==> config.mk <==
export PLATFORM = sky130hd
export DESIGN_NAME = bomb_countdown_timer
export DESIGN_NICKNAME = d
export VERILOG_FILES = /design/src/rtl/bomb_countdown_timer_pkg.sv /design/src/rtl/bomb_countdown_timer_bcd_digit_down.sv /design/src/rtl/bomb_countdown_timer.sv
export SDC_FILE = /design/constraint.sdc
export NUM_CORES = 1
export LEC_CHECK = 0
export BUFFER_PORTS_ARGS = -buffer_cell sky130_fd_sc_hd__buf_2
export CAP_MARGIN = 15
export CORE_ASPECT_RATIO = 0.8
export CORE_UTILIZATION = 30
export CTS_CLUSTER_DIAMETER = 120
export DETAILED_ROUTE_END_ITERATION = 16
export GPL_TIMING_DRIVEN = 1
export PLACE_DENSITY = 0.42
export SLEW_MARGIN = 40
export SYNTH_ARGS = -nofsm -noshare
export SYNTH_HDL_FRONTEND = slang
export SYNTH_HIERARCHICAL = 1
export SYNTH_SLANG_ARGS = --single-unit
==> constraint.sdc <==
create_clock -name clk -period 9.1 [get_ports clk]
set_clock_uncertainty 0.05 [all_clocks]
set_input_delay 0.91 -clock clk [delete_from_list [all_inputs] [get_ports clk]]
set_output_delay 0.91 -clock clk [all_outputs]
set_load 0.02 [all_outputs]
==> src/rtl/bomb_countdown_timer_pkg.sv <==
// Shared types and constants for the bomb countdown timer: state encoding,
// BCD limits and default timing parameters.
package bomb_countdown_timer_pkg;

    typedef enum logic [1:0] {
        ST_IDLE    = 2'd0,
        ST_RUN     = 2'd1,
        ST_PAUSED  = 2'd2,
        ST_EXPIRED = 2'd3
    } state_t;

    localparam logic [3:0] BCD_MAX            = 4'd9;
    localparam int         DEFAULT_TICK_DIV   = 50000000;
    localparam int         DEFAULT_WARN_LEVEL = 10;

    // Out-of-range load digits saturate to the largest legal BCD digit.
    function automatic logic [3:0] bcd_clamp(input logic [3:0] value);
        return (value > BCD_MAX) ? BCD_MAX : value;
    endfunction

endpackage

==> src/rtl/bomb_countdown_timer_bcd_digit_down.sv <==
// Combinational single BCD digit decrement with borrow chaining and a
// zero flag on the resulting digit.
module bcd_digit_down
    import bomb_countdown_timer_pkg::*;
(
    input  logic [3:0] digit,
    input  logic       borrow_in,
    output logic [3:0] result,
    output logic       borrow_out,
    output logic       is_zero
);

    logic digit_is_zero;

    assign digit_is_zero = (digit == 4'd0);
    assign borrow_out    = borrow_in && digit_is_zero;

    always_comb begin
        result = digit;
        if (borrow_in) begin
            result = digit_is_zero ? BCD_MAX : (digit - 4'd1);
        end
    end

    assign is_zero = (result == 4'd0);

endmodule

==> src/rtl/bomb_countdown_timer.sv <==
// Three-digit BCD countdown timer with start/pause, a 10 s penalty, a
// low-time warning and a sticky expiry (detonation) flag.
module bomb_countdown_timer
    import bomb_countdown_timer_pkg::*;
#(
    parameter int TICK_DIV   = DEFAULT_TICK_DIV,
    parameter int WARN_LEVEL = DEFAULT_WARN_LEVEL
) (
    input  logic       clk,
    input  logic       reset,
    input  logic       load,
    input  logic [3:0] value_three,
    input  logic [3:0] value_two,
    input  logic [3:0] value_one,
    input  logic       start,
    input  logic       pause,
    input  logic       penalty,
    output logic [3:0] digit_three,
    output logic [3:0] digit_two,
    output logic [3:0] digit_one,
    output logic       running,
    output logic       tick,
    output logic       warning,
    output logic       expired
);

    localparam int                 PRESC_W    = (TICK_DIV > 1) ? $clog2(TICK_DIV) : 1;
    localparam logic [PRESC_W-1:0] PRESC_LAST = PRESC_W'(TICK_DIV - 1);
    localparam logic [9:0]         WARN_VAL   = 10'(WARN_LEVEL);

    // Digit index 0 = units, 1 = tens, 2 = hundreds.
    state_t             state_reg, state_next;
    logic [PRESC_W-1:0] presc_reg, presc_next;
    logic [3:0]         digit_reg  [3];
    logic [3:0]         digit_next [3];
    logic               tick_reg, tick_next;

    logic               at_wrap;
    logic               in_run;
    logic               pen_ok;
    logic               halt;
    logic               count_en;
    logic               dec;
    logic               underflow;
    logic               result_zero;
    logic               digits_zero;
    logic [9:0]         value;

    logic [3:0]         tick_digit [3];
    logic [3:0]         tick_borrow;
    logic [2:0]         tick_zero;
    logic [3:0]         pen_digit  [3];
    logic [3:1]         pen_borrow;
    logic [2:1]         pen_zero;

    assign at_wrap  = (presc_reg == PRESC_LAST);
    assign in_run   = (state_reg == ST_RUN);
    assign pen_ok   = !load && penalty && (state_reg == ST_RUN || state_reg == ST_PAUSED);
    assign halt     = in_run && pause && !pen_ok;
    assign count_en = in_run && !load && !halt;
    assign dec      = count_en && at_wrap;

    // One-second decrement chain: units -> tens -> hundreds.
    assign tick_borrow[0] = dec;
    generate
        for (genvar gi = 0; gi < 3; gi++) begin : g_tick
            bcd_digit_down u_tick_digit (
                .digit      (digit_reg[gi]),
                .borrow_in  (tick_borrow[gi]),
                .result     (tick_digit[gi]),
                .borrow_out (tick_borrow[gi+1]),
                .is_zero    (tick_zero[gi])
            );
        end
    endgenerate

    // Penalty chain takes 10 off the tick result, so a coincident penalty
    // and decrement subtract 11 in a single edge.
    assign pen_borrow[1] = pen_ok;
    assign pen_digit[0]  = tick_digit[0];
    generate
        for (genvar gi = 1; gi < 3; gi++) begin : g_pen
            bcd_digit_down u_pen_digit (
                .digit      (tick_digit[gi]),
                .borrow_in  (pen_borrow[gi]),
                .result     (pen_digit[gi]),
                .borrow_out (pen_borrow[gi+1]),
                .is_zero    (pen_zero[gi])
            );
        end
    endgenerate

    assign underflow   = tick_borrow[3] | pen_borrow[3];
    assign result_zero = tick_zero[0] & pen_zero[1] & pen_zero[2];
    // Start is only acted on outside RUN, where dec is low and the tick chain
    // passes the registered digits through unchanged.
    assign digits_zero = &tick_zero;

    always_comb begin
        state_next = state_reg;
        presc_next = presc_reg;
        tick_next  = 1'b0;
        for (int i = 0; i < 3; i++) begin
            digit_next[i] = digit_reg[i];
        end

        if (load) begin
            digit_next[0] = bcd_clamp(value_one);
            digit_next[1] = bcd_clamp(value_two);
            digit_next[2] = bcd_clamp(value_three);
            presc_next    = '0;
            state_next    = ST_IDLE;
        end else begin
            if (count_en) begin
                presc_next = at_wrap ? '0 : presc_reg + 1'b1;
            end
            if (dec || pen_ok) begin
                tick_next = dec;
                if (underflow || result_zero) begin
                    for (int i = 0; i < 3; i++) begin
                        digit_next[i] = 4'd0;
                    end
                    state_next = ST_EXPIRED;
                end else begin
                    for (int i = 0; i < 3; i++) begin
                        digit_next[i] = pen_digit[i];
                    end
                end
            end else begin
                case (state_reg)
                    ST_IDLE:   if (start) state_next = digits_zero ? ST_EXPIRED : ST_RUN;
                    ST_PAUSED: if (start) state_next = ST_RUN;
                    ST_RUN:    if (pause) state_next = ST_PAUSED;
                    default:   ;
                endcase
            end
        end
    end

    always_ff @(posedge clk) begin
        if (reset) begin
            state_reg <= ST_IDLE;
            presc_reg <= '0;
            tick_reg  <= 1'b0;
            for (int i = 0; i < 3; i++) begin
                digit_reg[i] <= 4'd0;
            end
        end else begin
            state_reg <= state_next;
            presc_reg <= presc_next;
            tick_reg  <= tick_next;
            for (int i = 0; i < 3; i++) begin
                digit_reg[i] <= digit_next[i];
            end
        end
    end

    assign value = 10'(digit_reg[2]) * 10'd100 + 10'(digit_reg[1]) * 10'd10 + 10'(digit_reg[0]);

    assign digit_one   = digit_reg[0];
    assign digit_two   = digit_reg[1];
    assign digit_three = digit_reg[2];
    assign running     = in_run;
    assign expired     = (state_reg == ST_EXPIRED);
    assign tick        = tick_reg;
    assign warning     = (state_reg == ST_RUN || state_reg == ST_PAUSED)
                         && (value != 10'd0) && (value <= WARN_VAL);

endmodule

==> results by group, run 1 <==
Hold path
  – Start point of the worst hold path: presc_reg[5]$_SDFFE_PP0P_
  – Endpoint with the worst hold slack: presc_reg[5]$_SDFFE_PP0P_
  – Worst hold-check path type: reg2reg
  – Number of instances on the worst hold path: 2

Critical path
  – Most common cell type on the critical path: sky130_fd_sc_hd__nor4_1
  – Endpoint kind of the worst setup timing path: flop
  – Crit path arrival time: 6000 ps
  – Category of the worst setup path launch point: flop
  – Worst reg2reg startpoint: state_reg[0]$_SDFFE_PP0P_
  – Crit Path Class: reg2reg
  – Worst path cell trace: inv_1 -> ha_1 -> a21boi_2 -> nor2_1 -> nand2_1 -> nor4_1 -> nand2b_4 -> nor4_1 -> nand2b_4 -> nor4_1 -> nand2b_4 -> or4b_1 -> nand2_1 -> nor4_1 -> a311oi_1 -> buf_4 -> nor2b_1 -> a221oi_1 -> nor3_1
  – Cell type of the slowest stage on the worst timing path: sky130_fd_sc_hd__nor4_1
  – Depth of the most critical reg-to-reg path: 19
  – Worst reg2reg setup slack: 3260 ps
  – Maximum cell stage delay along the critical path: 720 ps
  – Required time of the critical path: 9260 ps
  – RR Endpoint: digit_reg[0][0]$_SDFFE_PP0P_
  – Max FO, Critical Path: 9

Clocking
  – Clock insertion delay at the later pin of the skew report: 290 ps
  – CTS clock-pin slew for the worst setup and hold paths: 60 ps
  – Resize count post-CTS: 0
  – Clock Tree Root: sky130_fd_sc_hd__clkbuf_16
  – Total of hold buffers inserted after clock tree synthesis: 0
  – CTS buffer count: 5
  – CTS tree: done
  – CTS H-tree depth: 2
  – Buffers inserted by post-CTS timing repair: 0
  – Number of sinks on the clock net: 41
  – Buffers from clock root to sink, at most: 2

Logic synthesis
  – Yosys synthesis warning count: 6
  – Share of synthesized area occupied by flip-flops and latches: 0.2496
  – Share of synthesized area spent on multiplexers: 0.02473
  – Synth Area in Compound Gates: 0.1225
  – Biggest area consumer among synthesized cells: sky130_fd_sc_hd__dfxtp_1
  – Number of distinct library cells after synthesis: 56
  – Post-synth top cells: 43 x sky130_fd_sc_hd__nor2_1, 41 x sky130_fd_sc_hd__dfxtp_1, 34 x sky130_fd_sc_hd__nand2_1
  – Average cell area after synthesis: 8.262 µm²
  – Cell with the most instances after synthesis: sky130_fd_sc_hd__nor2_1
  – Fraction of synthesized cell area taken by the top area cell type: 0.2496
  – Async set or reset register ratio after synthesis: 0
  – Largest family of logic cells by synthesized area: simple AND/OR/NAND/NOR gates
  – Number of synthesized register bits: 41
  – Cell Area, Synth: 3288 µm²
  – Leading register cell type out of synthesis: sky130_fd_sc_hd__dfxtp_1
  – Xor and xnor area share after synthesis: 0.09855
  – Post-synthesis share of cell area spent on and, or, nand and nor gates: 0.3193
  – Synth Instances: 398
  – Post-synth EDFFs: 0
  – Area share of fa/ha/maj cells after synthesis: 0.1408
  – Syn_nets: 450
  – Largest cells by area after synthesis: sky130_fd_sc_hd__dfxtp_1 25%, sky130_fd_sc_hd__ha_1 11%, sky130_fd_sc_hd__xnor2_1 5.1%

Timing
  – Setup repair after global routing missed its margin: no
  – FMAX: 171.2 MHz
  – Max-Slew Margin vs Limit: 0.4582
  – Number of pins exceeding their max-slew limit in the final report: 0
  – Count of final setup violators: 0
  – Period Utilization, post-route: 0.6420
  – Setup TNS after final layout: 0 ps
  – Final Hold Violating Endpoints: 0
  – Slew at the pin closest to its max-slew limit: 805.3 ps
  – Crit path time final: 5842 ps

Floorplanning
  – Top-level port count: 34
  – Die Wd: 119.1 µm
  – Number of rows in the core area: 33
  – CORE AREA: 10450 µm²
  – Initial Utilization: 0.3148
  – Vertical extent of the die: 95.64 µm
  – Overall die area: 11390 µm²

Route
  – Drt initial violations: 122
  – DR pass1 iterations: 4
  – DRC errors left: 0
  – Average wire per standard cell: 14.21 µm
  – Number of vias in the routed layout: 2792
  – Number of vias per cell: 4.898
  – Total wire length: 8100 µm
  – Number of nets with antenna violations after routing: 0

Global route
  – Number of global-route vias before repair: 2613
  – Antenna violations before repair: 0
  – Largest net degree at the start of global routing: 27
  – Global-route wire length before repair: 13680 µm
  – Overall track demand over capacity in global routing: 0.1554
  – Remaining global-route overflow: 0

Pwr
  – Pwr per Cell Area: 132.1 nW/µm²
  – Highest ir drop seen on vdd: 0.06969 mV
  – Internal power contribution: 336.7 µW
  – Comb pwr share: 0.249
  – Post-route total power: 492.5 µW
  – Switching share of power: 0.3163
  – Sequential share of power: 0.399
  – Clock share of power: 0.352
  – Leakage power: 1.545 nW
  – NetSw: 155.8 µW

Final layout
  – Post-layout instance area: 3727 µm²
  – Number of antenna repair diodes: 0
  – Post-synthesis to final-layout area growth: 13.36%
  – Count of non-filler cells in the finished layout: 570
  – Flip-flop count of the largest register after layout: 26
  – Fillcell total: 1110
  – Layout cells sized above 1: 0.1535
  – Number of nets in the layout: 481

Place
  – Count of placed standard cells including taps: 562
  – Placed wire-length estimate: 6310 µm
  – Gp weighted congestion: 0.7792
  – Total placed instance area: 3588 µm²
  – PortBufs: 33

Status
  – Outcome: finished clean

Run
  – Max-capacitance violation count: 0
==> per-stage QoR <==
step	util	worst slack (ps)	hold WS (ps)
CTS	0.3568	3165	458.5
global route	0.3568	2587	507.4
global placement	0.3427	3205	437.0
detailed placement	0.3435	2989	447.9
floorplan	-	3883	416.1
finish	0.3568	3258	452.9
==> metal layers <==
layer	GRT usage	share of wire	wire [µm]
met1	0.2480	0.60	4851
met2	0.2040	0.36	2908
met3	0.02931	0.033	269
met4	0.03797	0.0088	71
met5	0	0	0
==> cell type report <==
| class | instances | area, µm² | share of cell area |
|---|---|---|---|
| inverters | 24 | 90.09 | 0.02417 |
| repair buffers | 34 | 172.7 | 0.04632 |
| clock inverters | 2 | 10.01 | 0.002685 |
| clock buffers | 6 | 128.9 | 0.03458 |
| well taps | 140 | 175.2 | 0.04700 |
| flip-flops and latches | 41 | 820.8 | 0.2202 |
| multi-input cells | 323 | 2330 | 0.6250 |
==> cells in the final DEF (no fill, tap or decap), types with 3 or more instances in the layout <==
cell type	Yosys	final
sky130_fd_sc_hd__nor2_1	43	43
sky130_fd_sc_hd__nor4_4	3	3
sky130_fd_sc_hd__xor2_1	18	18
sky130_fd_sc_hd__a21oi_1	13	13
sky130_fd_sc_hd__fa_1	5	5
sky130_fd_sc_hd__a21o_2	5	5
sky130_fd_sc_hd__ha_1	29	29
sky130_fd_sc_hd__nand2b_4	5	5
sky130_fd_sc_hd__or3_1	4	4
sky130_fd_sc_hd__mux2i_1	7	7
sky130_fd_sc_hd__inv_1	24	24
sky130_fd_sc_hd__nand3_1	12	12
sky130_fd_sc_hd__nor2b_1	8	8
sky130_fd_sc_hd__nand2_1	34	34
sky130_fd_sc_hd__nand4_1	7	7
sky130_fd_sc_hd__nor3_1	23	23
sky130_fd_sc_hd__xnor2_1	19	19
sky130_fd_sc_hd__nand2b_1	7	7
sky130_fd_sc_hd__o21ai_0	22	22
sky130_fd_sc_hd__nor4_1	12	12
sky130_fd_sc_hd__dfxtp_1	41	41
sky130_fd_sc_hd__and3_1	3	3
sky130_fd_sc_hd__clkbuf_16	0	5
sky130_fd_sc_hd__buf_2	3	33
sky130_fd_sc_hd__or4b_1	6	6
==> power groups by stage <==
stage / registers, mW / logic [mW] / clock network (mW)
after floorplan: 0.201 / 0.0872 / 0
after global placement: 0.201 / 0.123 / 0
after detailed placement: 0.201 / 0.123 / 0
after CTS: 0.197 / 0.124 / 0.179
after global routing: 0.198 / 0.141 / 0.188
final: 0.197 / 0.123 / 0.173
==> critical path: cells and delay by family (launching register included) <==
| family | cells | cell delay, ps |
|---|---|---|
| simple gates | 13 | 3720 |
| compound gates | 3 | 750 |
| fa+ha+maj | 1 | 460 |
| flops | 1 | 420 |
| buf+inv | 2 | 350 |
==> how the worst max path moves through the flow <==
stage	from	endpoint	depth (start not counted)
final	state_reg[0]$_SDFFE_PP0P_	digit_reg[0][0]$_SDFFE_PP0P_	19
after global routing	state_reg[0]$_SDFFE_PP0P_	digit_reg[0][0]$_SDFFE_PP0P_	19
after global placement	load	digit_reg[0][0]$_SDFFE_PP0P_	18
after detailed placement	load	digit_reg[0][0]$_SDFFE_PP0P_	18
after CTS	state_reg[0]$_SDFFE_PP0P_	digit_reg[0][0]$_SDFFE_PP0P_	19
after floorplan	pause	digit_reg[0][9]$_SDFFE_PP0P_	18
==> cell families after synthesis <==
logic type                 after synthesis
and+or+nand+nor                        182
DFF                                     41
muxes                                    8
AOI/OAI and AO/OA                       62
buffers and inverters                   34
adders and majority gates               34
xor gates and xnor gates                37
No activity file was read; power rests on OpenSTA's default activity.
==> run 2: changes to the inputs <==
==> constraint.sdc (replaced) <==
create_clock -name clk -period 5.45 [get_ports clk]
set_clock_uncertainty 0.05 [all_clocks]
set_input_delay 0.545 -clock clk [delete_from_list [all_inputs] [get_ports clk]]
set_output_delay 0.545 -clock clk [all_outputs]
set_load 0.02 [all_outputs]
==> run 2 against run 1 <==
Effect of this change:
- flip-flop and latch count unchanged
- first-iteration DRC count up 12%
- worst setup slack worse by 2500 ps
- die area unchanged
- register-to-register slack worse by 2500 ps
- non-clock buffer count up 4
- via count up 2.0%
- sequential power up 66%
- final area up 1.7%
- hold slack worse by 1.9 ps
- global-route usage up 0.090 points
- combinational power up 71%
==> results by group, run 2 (same netlist as run 1, synthesis figures left out) <==
Critical path
  – Crit Path Class: reg2reg (unchanged)
  – Required time of the critical path: 5610 ps (was 9260 ps)
  – Max FO, Critical Path: 12 (was 9)
  – Depth of the most critical reg-to-reg path: 22 (was 19)
  – RR Endpoint: digit_reg[0][0]$_SDFFE_PP0P_ (unchanged)
  – Category of the worst setup path launch point: flop (unchanged)
  – Worst reg2reg startpoint: state_reg[0]$_SDFFE_PP0P_ (unchanged)
  – Worst reg2reg setup slack: 730 ps (was 3260 ps)
  – Endpoint kind of the worst setup timing path: flop (unchanged)
  – Crit path arrival time: 4880 ps (was 6000 ps)

Global route
  – Overall track demand over capacity in global routing: 0.1563 (was 0.1554)
  – Number of global-route vias before repair: 2614 (was 2613)
  – Remaining global-route overflow: 0 (unchanged)
  – Global-route wire length before repair: 13720 µm (was 13680 µm)
  – Largest net degree at the start of global routing: 27 (unchanged)
  – Antenna violations before repair: 0 (unchanged)

Final layout
  – Number of antenna repair diodes: 0 (unchanged)
  – Post-synthesis to final-layout area growth: 15.30% (was 13.36%)
  – Count of non-filler cells in the finished layout: 574 (was 570)
  – Flip-flop count of the largest register after layout: 26 (unchanged)
  – Number of nets in the layout: 485 (was 481)
  – Commonest non-fill, non-tap cells in the layout: 43 x sky130_fd_sc_hd__nor2_1, 41 x sky130_fd_sc_hd__dfxtp_1, 34 x sky130_fd_sc_hd__nand2_1, 33 x sky130_fd_sc_hd__buf_2, 29 x sky130_fd_sc_hd__ha_1 (unchanged)
  – Fin util: 0.3629 (was 0.3568)
  – Leading cell type in the layout, fill and taps excluded: sky130_fd_sc_hd__nor2_1 (unchanged)
  – Layout cells sized above 1: 0.1613 (was 0.1535)
  – Fillcell total: 1115 (was 1110)
  – Post-layout instance area: 3791 µm² (was 3727 µm²)

Hold path
  – Endpoint with the worst hold slack: presc_reg[5]$_SDFFE_PP0P_ (unchanged)
  – Worst hold-check path type: reg2reg (unchanged)
  – Number of instances on the worst hold path: 2 (unchanged)
  – Start point of the worst hold path: presc_reg[5]$_SDFFE_PP0P_ (unchanged)

Timing
  – Final Hold Violating Endpoints: 0 (unchanged)
  – Setup TNS after final layout: 0 ps (unchanged)
  – Crit path time final: 4718 ps (was 5842 ps)
  – FMAX: 211.9 MHz (was 171.2 MHz)
  – Worst slack on hold paths: 451.0 ps (was 452.9 ps)
  – Max-Slew Margin vs Limit: 0.5555 (was 0.4582)
  – Count of final setup violators: 0 (unchanged)
  – Slew at the pin closest to its max-slew limit: 664.9 ps (was 805.3 ps)
  – Period Utilization, post-route: 0.8658 (was 0.6420)
  – Setup repair after global routing missed its margin: no (unchanged)
  – Number of pins exceeding their max-slew limit in the final report: 0 (unchanged)

Route
  – Average wire per standard cell: 14.59 µm (was 14.21 µm)
  – DR pass1 iterations: 4 (unchanged)
  – Drt initial violations: 137 (was 122)
  – Number of vias per cell: 4.962 (was 4.898)
  – Total wire length: 8373 µm (was 8100 µm)
  – Number of vias in the routed layout: 2848 (was 2792)
  – DRC errors left: 0 (unchanged)
  – Number of nets with antenna violations after routing: 0 (unchanged)

Floorplanning
  – Top-level port count: 34 (unchanged)
  – Number of rows in the core area: 33 (unchanged)
  – CORE AREA: 10450 µm² (unchanged)
  – Initial Utilization: 0.3148 (unchanged)
  – Die Wd: 119.1 µm (unchanged)
  – Overall die area: 11390 µm² (unchanged)
  – Vertical extent of the die: 95.64 µm (unchanged)

Place
  – Count of placed standard cells including taps: 566 (was 562)
  – Total placed instance area: 3618 µm² (was 3588 µm²)
  – Gp weighted congestion: 0.7884 (was 0.7792)
  – Placed wire-length estimate: 6532 µm (was 6310 µm)
  – PortBufs: 33 (unchanged)

Clocking
  – Clock Tree Root: sky130_fd_sc_hd__clkbuf_16 (unchanged)
  – CTS H-tree depth: 2 (unchanged)
  – Buffers inserted by post-CTS timing repair: 0 (unchanged)
  – CTS tree: done (unchanged)
  – CTS buffer count: 5 (unchanged)
  – CTS clock-pin slew for the worst setup and hold paths: 60 ps (about the same)
  – Resize count post-CTS: 0 (unchanged)
  – Buffers from clock root to sink, at most: 2 (unchanged)
  – Number of sinks on the clock net: 41 (unchanged)
  – Total of hold buffers inserted after clock tree synthesis: 0 (unchanged)
  – Clock insertion delay at the later pin of the skew report: 290 ps (about the same)

Status
  – Outcome: finished clean (unchanged)

Run
  – Max-capacitance violation count: 0 (unchanged)

Pwr
  – Pwr per Cell Area: 234.1 nW/µm² (was 132.1 nW/µm²)
  – Highest ir drop seen on vdd: 0.09561 mV (was 0.06969 mV)
  – Leakage power: 1.581 nW (was 1.545 nW)
run 2: cell types whose count changed in the layout (fill, tap and decap cells not counted), sizes merged:
cell / change
buf: +4
clkinv: -2
bufinv: +1
clkbuf: +1
run 2: critical path, stage by stage, from the launching register on:
cell	delay (ps)
sky130_fd_sc_hd__dfxtp_1	400
sky130_fd_sc_hd__inv_1	90
sky130_fd_sc_hd__ha_1	400
sky130_fd_sc_hd__a21boi_2	140
sky130_fd_sc_hd__nor2_1	300
sky130_fd_sc_hd__nand2_1	140
sky130_fd_sc_hd__nor4_1	280
sky130_fd_sc_hd__buf_4	180
sky130_fd_sc_hd__nand2b_4	70
sky130_fd_sc_hd__nor4_1	190
sky130_fd_sc_hd__buf_4	180
sky130_fd_sc_hd__nand2b_4	70
sky130_fd_sc_hd__nor4_1	180
sky130_fd_sc_hd__buf_4	180
sky130_fd_sc_hd__nand2b_4	70
sky130_fd_sc_hd__or4b_1	460
sky130_fd_sc_hd__nand2_1	160
sky130_fd_sc_hd__nor4_1	70
sky130_fd_sc_hd__a311oi_1	270
sky130_fd_sc_hd__buf_4	220
sky130_fd_sc_hd__nor2b_1	250
sky130_fd_sc_hd__a221oi_1	120
sky130_fd_sc_hd__nor3_1	160
run 2: how the worst max path moves through the flow:
stage	startpoint	cells past startpoint	slack, ps	end
3_3_place_gp	load	22	790	digit_reg[0][9]$_SDFFE_PP0P_
6_report	state_reg[0]$_SDFFE_PP0P_	22	730	digit_reg[0][0]$_SDFFE_PP0P_
3_5_place_dp	load	21	750	digit_reg[0][0]$_SDFFE_PP0P_
2_1_floorplan	state_reg[0]$_SDFFE_PP0P_	20	400	digit_reg[0][9]$_SDFFE_PP0P_
5_1_grt	state_reg[0]$_SDFFE_PP0P_	22	240	digit_reg[0][0]$_SDFFE_PP0P_
4_1_cts	state_reg[0]$_SDFFE_PP0P_	22	770	digit_reg[0][0]$_SDFFE_PP0P_
run 2: area by class of cell:
cell class / count / area [µm²] / share of cell area
clock inverters: 1 / 30.03 / 0.007921
clock buffers: 7 / 142.6 / 0.03762
well taps: 140 / 175.2 / 0.04620
multi-input cells: 323 / 2330 / 0.6145
flip-flops and latches: 41 / 820.8 / 0.2165
repair buffers: 38 / 202.7 / 0.05347
inverters: 24 / 90.09 / 0.02376
run 2: through the flow:
step                      setup WS, ps  power [mW]
after floorplan                  402.8      0.4811
after global placement           793.3      0.5416
after detailed placement         752.5      0.5443
after CTS                        765.2      0.8996
after global routing             240.3      0.9445
final                            731.7      0.8876
run 2: power by group:
part / leakage [nW] / switching [mW] / internal [mW]
logic: 1.16 / 0.122 / 0.0873
registers: 0.332 / 0.0196 / 0.308
clock network: 0.0841 / 0.122 / 0.229
run 2: per-layer routing:
layer,wire length (µm),vias to the layer above,track usage
li1,-,1485,-
met1,4680,1300,0.2391
met2,3233,55,0.2190
met3,391,8,0.03050
met4,68,0,0.03586
met5,0,-,0
==> run 3: changes to the inputs <==
==> constraint.sdc (replaced) <==
create_clock -name clk -period 5.45 [get_ports clk]
set_clock_uncertainty 0.05 [all_clocks]
set_input_delay 0.2725 -clock clk [delete_from_list [all_inputs] [get_ports clk]]
set_output_delay 0.2725 -clock clk [all_outputs]
set_load 0.02 [all_outputs]
==> run 3 against run 2 <==
Effect of this change:
- non-clock buffer count unchanged
- utilization shrank 0.060 points
- sequential share of layout area about the same
- flip-flop and latch count is the same
- global-route usage about the same
- critical path type unchanged
- largest power group unchanged
==> results by group, run 3 (same netlist as run 1, synthesis figures left out) <==
Route
  – Number of nets with antenna violations after routing: 0 (unchanged)
  – Number of vias per cell: 4.874 (was 4.962)
  – Number of vias in the routed layout: 2793 (was 2848)
  – Drt initial violations: 108 (was 137)
  – Total wire length: 8328 µm (was 8373 µm)
  – DR pass1 iterations: 4 (unchanged)
  – DRC errors left: 0 (unchanged)
  – Average wire per standard cell: 14.53 µm (was 14.59 µm)

Timing
  – Number of pins exceeding their max-slew limit in the final report: 0 (unchanged)
  – Count of final setup violators: 0 (unchanged)
  – FMAX: 206.5 MHz (was 211.9 MHz)
  – Period Utilization, post-route: 0.8887 (was 0.8658)
  – Max-Slew Margin vs Limit: 0.4536 (was 0.5555)
  – Setup TNS after final layout: 0 ps (unchanged)
  – Setup repair after global routing missed its margin: no (unchanged)
  – Slew at the pin closest to its max-slew limit: 812.1 ps (was 664.9 ps)
  – Final Hold Violating Endpoints: 0 (unchanged)
  – Smallest setup slack after layout: 606.7 ps (was 731.7 ps)
  – Crit path time final: 4843 ps (was 4718 ps)

Pwr
  – Pwr per Cell Area: 229.5 nW/µm² (was 234.1 nW/µm²)
  – Leakage power: 1.578 nW (was 1.581 nW)
  – Highest ir drop seen on vdd: 0.1020 mV (was 0.09561 mV)

Critical path
  – Depth of the most critical reg-to-reg path: 21 (was 22)
  – Worst reg2reg startpoint: state_reg[0]$_SDFFE_PP0P_ (unchanged)
  – Max FO, Critical Path: 6 (was 12)
  – Endpoint kind of the worst setup timing path: flop (unchanged)
  – Crit Path Class: reg2reg (unchanged)
  – Required time of the critical path: 5600 ps (was 5610 ps)
  – Crit path arrival time: 4990 ps (was 4880 ps)
  – Launching element of the worst setup path: state_reg[0]$_SDFFE_PP0P_ (unchanged)
  – Worst reg2reg setup slack: 610 ps (was 730 ps)
  – RR Endpoint: digit_reg[0][0]$_SDFFE_PP0P_ (unchanged)
  – Category of the worst setup path launch point: flop (unchanged)

Run
  – Max-capacitance violation count: 0 (unchanged)

Clocking
  – Total of hold buffers inserted after clock tree synthesis: 0 (unchanged)
  – Buffers inserted by post-CTS timing repair: 0 (unchanged)
  – Clock Tree Root: sky130_fd_sc_hd__clkbuf_16 (unchanged)
  – CTS clock-pin slew for the worst setup and hold paths: 60 ps (about the same)
  – CTS buffer count: 5 (unchanged)
  – Buffers from clock root to sink, at most: 2 (unchanged)
  – Clock insertion delay at the later pin of the skew report: 280 ps (was 290 ps)
  – CTS tree: done (unchanged)
  – CTS H-tree depth: 2 (unchanged)
  – Number of sinks on the clock net: 41 (unchanged)

Final layout
  – Number of nets in the layout: 485 (unchanged)
  – Post-synthesis to final-layout area growth: 15.11% (was 15.30%)
  – Fin util: 0.3623 (was 0.3629)
  – Count of non-filler cells in the finished layout: 573 (was 574)
  – Commonest non-fill, non-tap cells in the layout: 43 x sky130_fd_sc_hd__nor2_1, 41 x sky130_fd_sc_hd__dfxtp_1, 34 x sky130_fd_sc_hd__nand2_1, 33 x sky130_fd_sc_hd__buf_2, 29 x sky130_fd_sc_hd__ha_1 (unchanged)
  – Number of antenna repair diodes: 0 (unchanged)
  – Leading cell type in the layout, fill and taps excluded: sky130_fd_sc_hd__nor2_1 (unchanged)
  – Layout cells sized above 1: 0.1640 (was 0.1613)
  – Post-layout instance area: 3785 µm² (was 3791 µm²)
  – Flip-flop count of the largest register after layout: 26 (unchanged)

Floorplanning
  – CORE AREA: 10450 µm² (unchanged)
  – Top-level port count: 34 (unchanged)
  – Die Wd: 119.1 µm (unchanged)
  – Vertical extent of the die: 95.64 µm (unchanged)
  – Number of rows in the core area: 33 (unchanged)
  – Initial Utilization: 0.3148 (unchanged)
  – Overall die area: 11390 µm² (unchanged)

Global route
  – Remaining global-route overflow: 0 (unchanged)
  – Antenna violations before repair: 0 (unchanged)
  – Largest net degree at the start of global routing: 27 (unchanged)
  – Number of global-route vias before repair: 2638 (was 2614)
  – Overall track demand over capacity in global routing: 0.1567 (was 0.1563)
  – Global-route wire length before repair: 13860 µm (was 13720 µm)

Hold path
  – Endpoint with the worst hold slack: digit_reg[0][4]$_SDFFE_PP0P_ (was presc_reg[5]$_SDFFE_PP0P_)
  – Number of instances on the worst hold path: 3 (was 2)
  – Start point of the worst hold path: value_two[0] (was presc_reg[5]$_SDFFE_PP0P_)
  – Worst hold-check path type: in2reg (was reg2reg)

Place
  – Total placed instance area: 3618 µm² (unchanged)
  – Count of placed standard cells including taps: 566 (unchanged)
  – PortBufs: 33 (unchanged)
  – Placed wire-length estimate: 6434 µm (was 6532 µm)
  – Gp weighted congestion: 0.7701 (was 0.7884)
  – Pre-CTS worst setup slack: 543.8 ps (was 752.5 ps)

Status
  – Outcome: finished clean (unchanged)
==> run 3: cell types whose count changed in the layout (fill, tap and decap cells not counted), sizes merged <==
cell	previous run	this run
clkinv	0	1
clkbuf	7	5
==> run 3: report_power, final <==
part | internal [mW] | switching [mW] | leakage (nW)
clock | 0.213 | 0.118 | 0.0797
combinational | 0.0880 | 0.123 | 1.17
sequential | 0.308 | 0.0192 | 0.332
total | 0.608 | 0.260 | 1.58
==> run 3: repair_timing <==
item	in CTS	in global routing
hold endpoints to repair	0	0
endpoints found under the setup margin	0	9
gates resized for setup	0	1
==> run 3: layout make-up <==
class                           instances  area (µm²)
Clock buffer                            5       125.1
Inverter                               24       90.09
Clock inverter                          2       35.03
Timing Repair Buffer                   38       202.7
Sequential cell                        41       820.8
Multi-Input combinational cell        323        2336
Fill cell                            1110        6661
Tap cell                              140       175.2
==> run 3: metal layers <==
metal,GRT usage,vias up,share of wire
li1,-,1486,-
met1,0.2450,1270,0.59
met2,0.2117,33,0.37
met3,0.03469,4,0.031
met4,0.03059,0,0.0049
met5,0,-,0
==> run 3: worst max path at each step <==
stage	end	depth (start not counted)
6_report	digit_reg[0][0]$_SDFFE_PP0P_	21
4_1_cts	state_reg[0]$_SDFFE_PP0P_	21
3_3_place_gp	state_reg[1]$_SDFFE_PP0P_	21
5_1_grt	digit_reg[0][7]$_SDFFE_PP0P_	23
3_5_place_dp	state_reg[0]$_SDFFE_PP0P_	21
2_1_floorplan	digit_reg[0][9]$_SDFFE_PP0P_	20
==> run 3: through the flow <==
stage | total power, mW | hold WS [ps]
3_5_place_dp | 0.5444 | 441.7
2_1_floorplan | 0.4811 | 301.8
5_1_grt | 0.9274 | 274.9
6_report | 0.8685 | 243.5
3_3_place_gp | 0.5441 | 438.4
4_1_cts | 0.8827 | 241.8
==> run 3: critical path, stage by stage, from the launching register on <==
cell                       delay [ps]
sky130_fd_sc_hd__dfxtp_1          410
sky130_fd_sc_hd__inv_1             90
sky130_fd_sc_hd__ha_1             400
sky130_fd_sc_hd__a21boi_2         140
sky130_fd_sc_hd__nor2_1           280
sky130_fd_sc_hd__nand2_1          140
sky130_fd_sc_hd__nor4_1           280
sky130_fd_sc_hd__buf_4            180
sky130_fd_sc_hd__nand2b_4          70
sky130_fd_sc_hd__nor4_1           190
sky130_fd_sc_hd__buf_4            180
sky130_fd_sc_hd__nand2b_4          70
sky130_fd_sc_hd__nor4_1           190
sky130_fd_sc_hd__buf_4            180
sky130_fd_sc_hd__nand2b_4          70
sky130_fd_sc_hd__or4b_1           460
sky130_fd_sc_hd__nand2_1          160
sky130_fd_sc_hd__nor4_1            90
sky130_fd_sc_hd__a311oi_2         450
sky130_fd_sc_hd__nor2b_1          350
sky130_fd_sc_hd__a221oi_1         150
sky130_fd_sc_hd__nor3_1           180
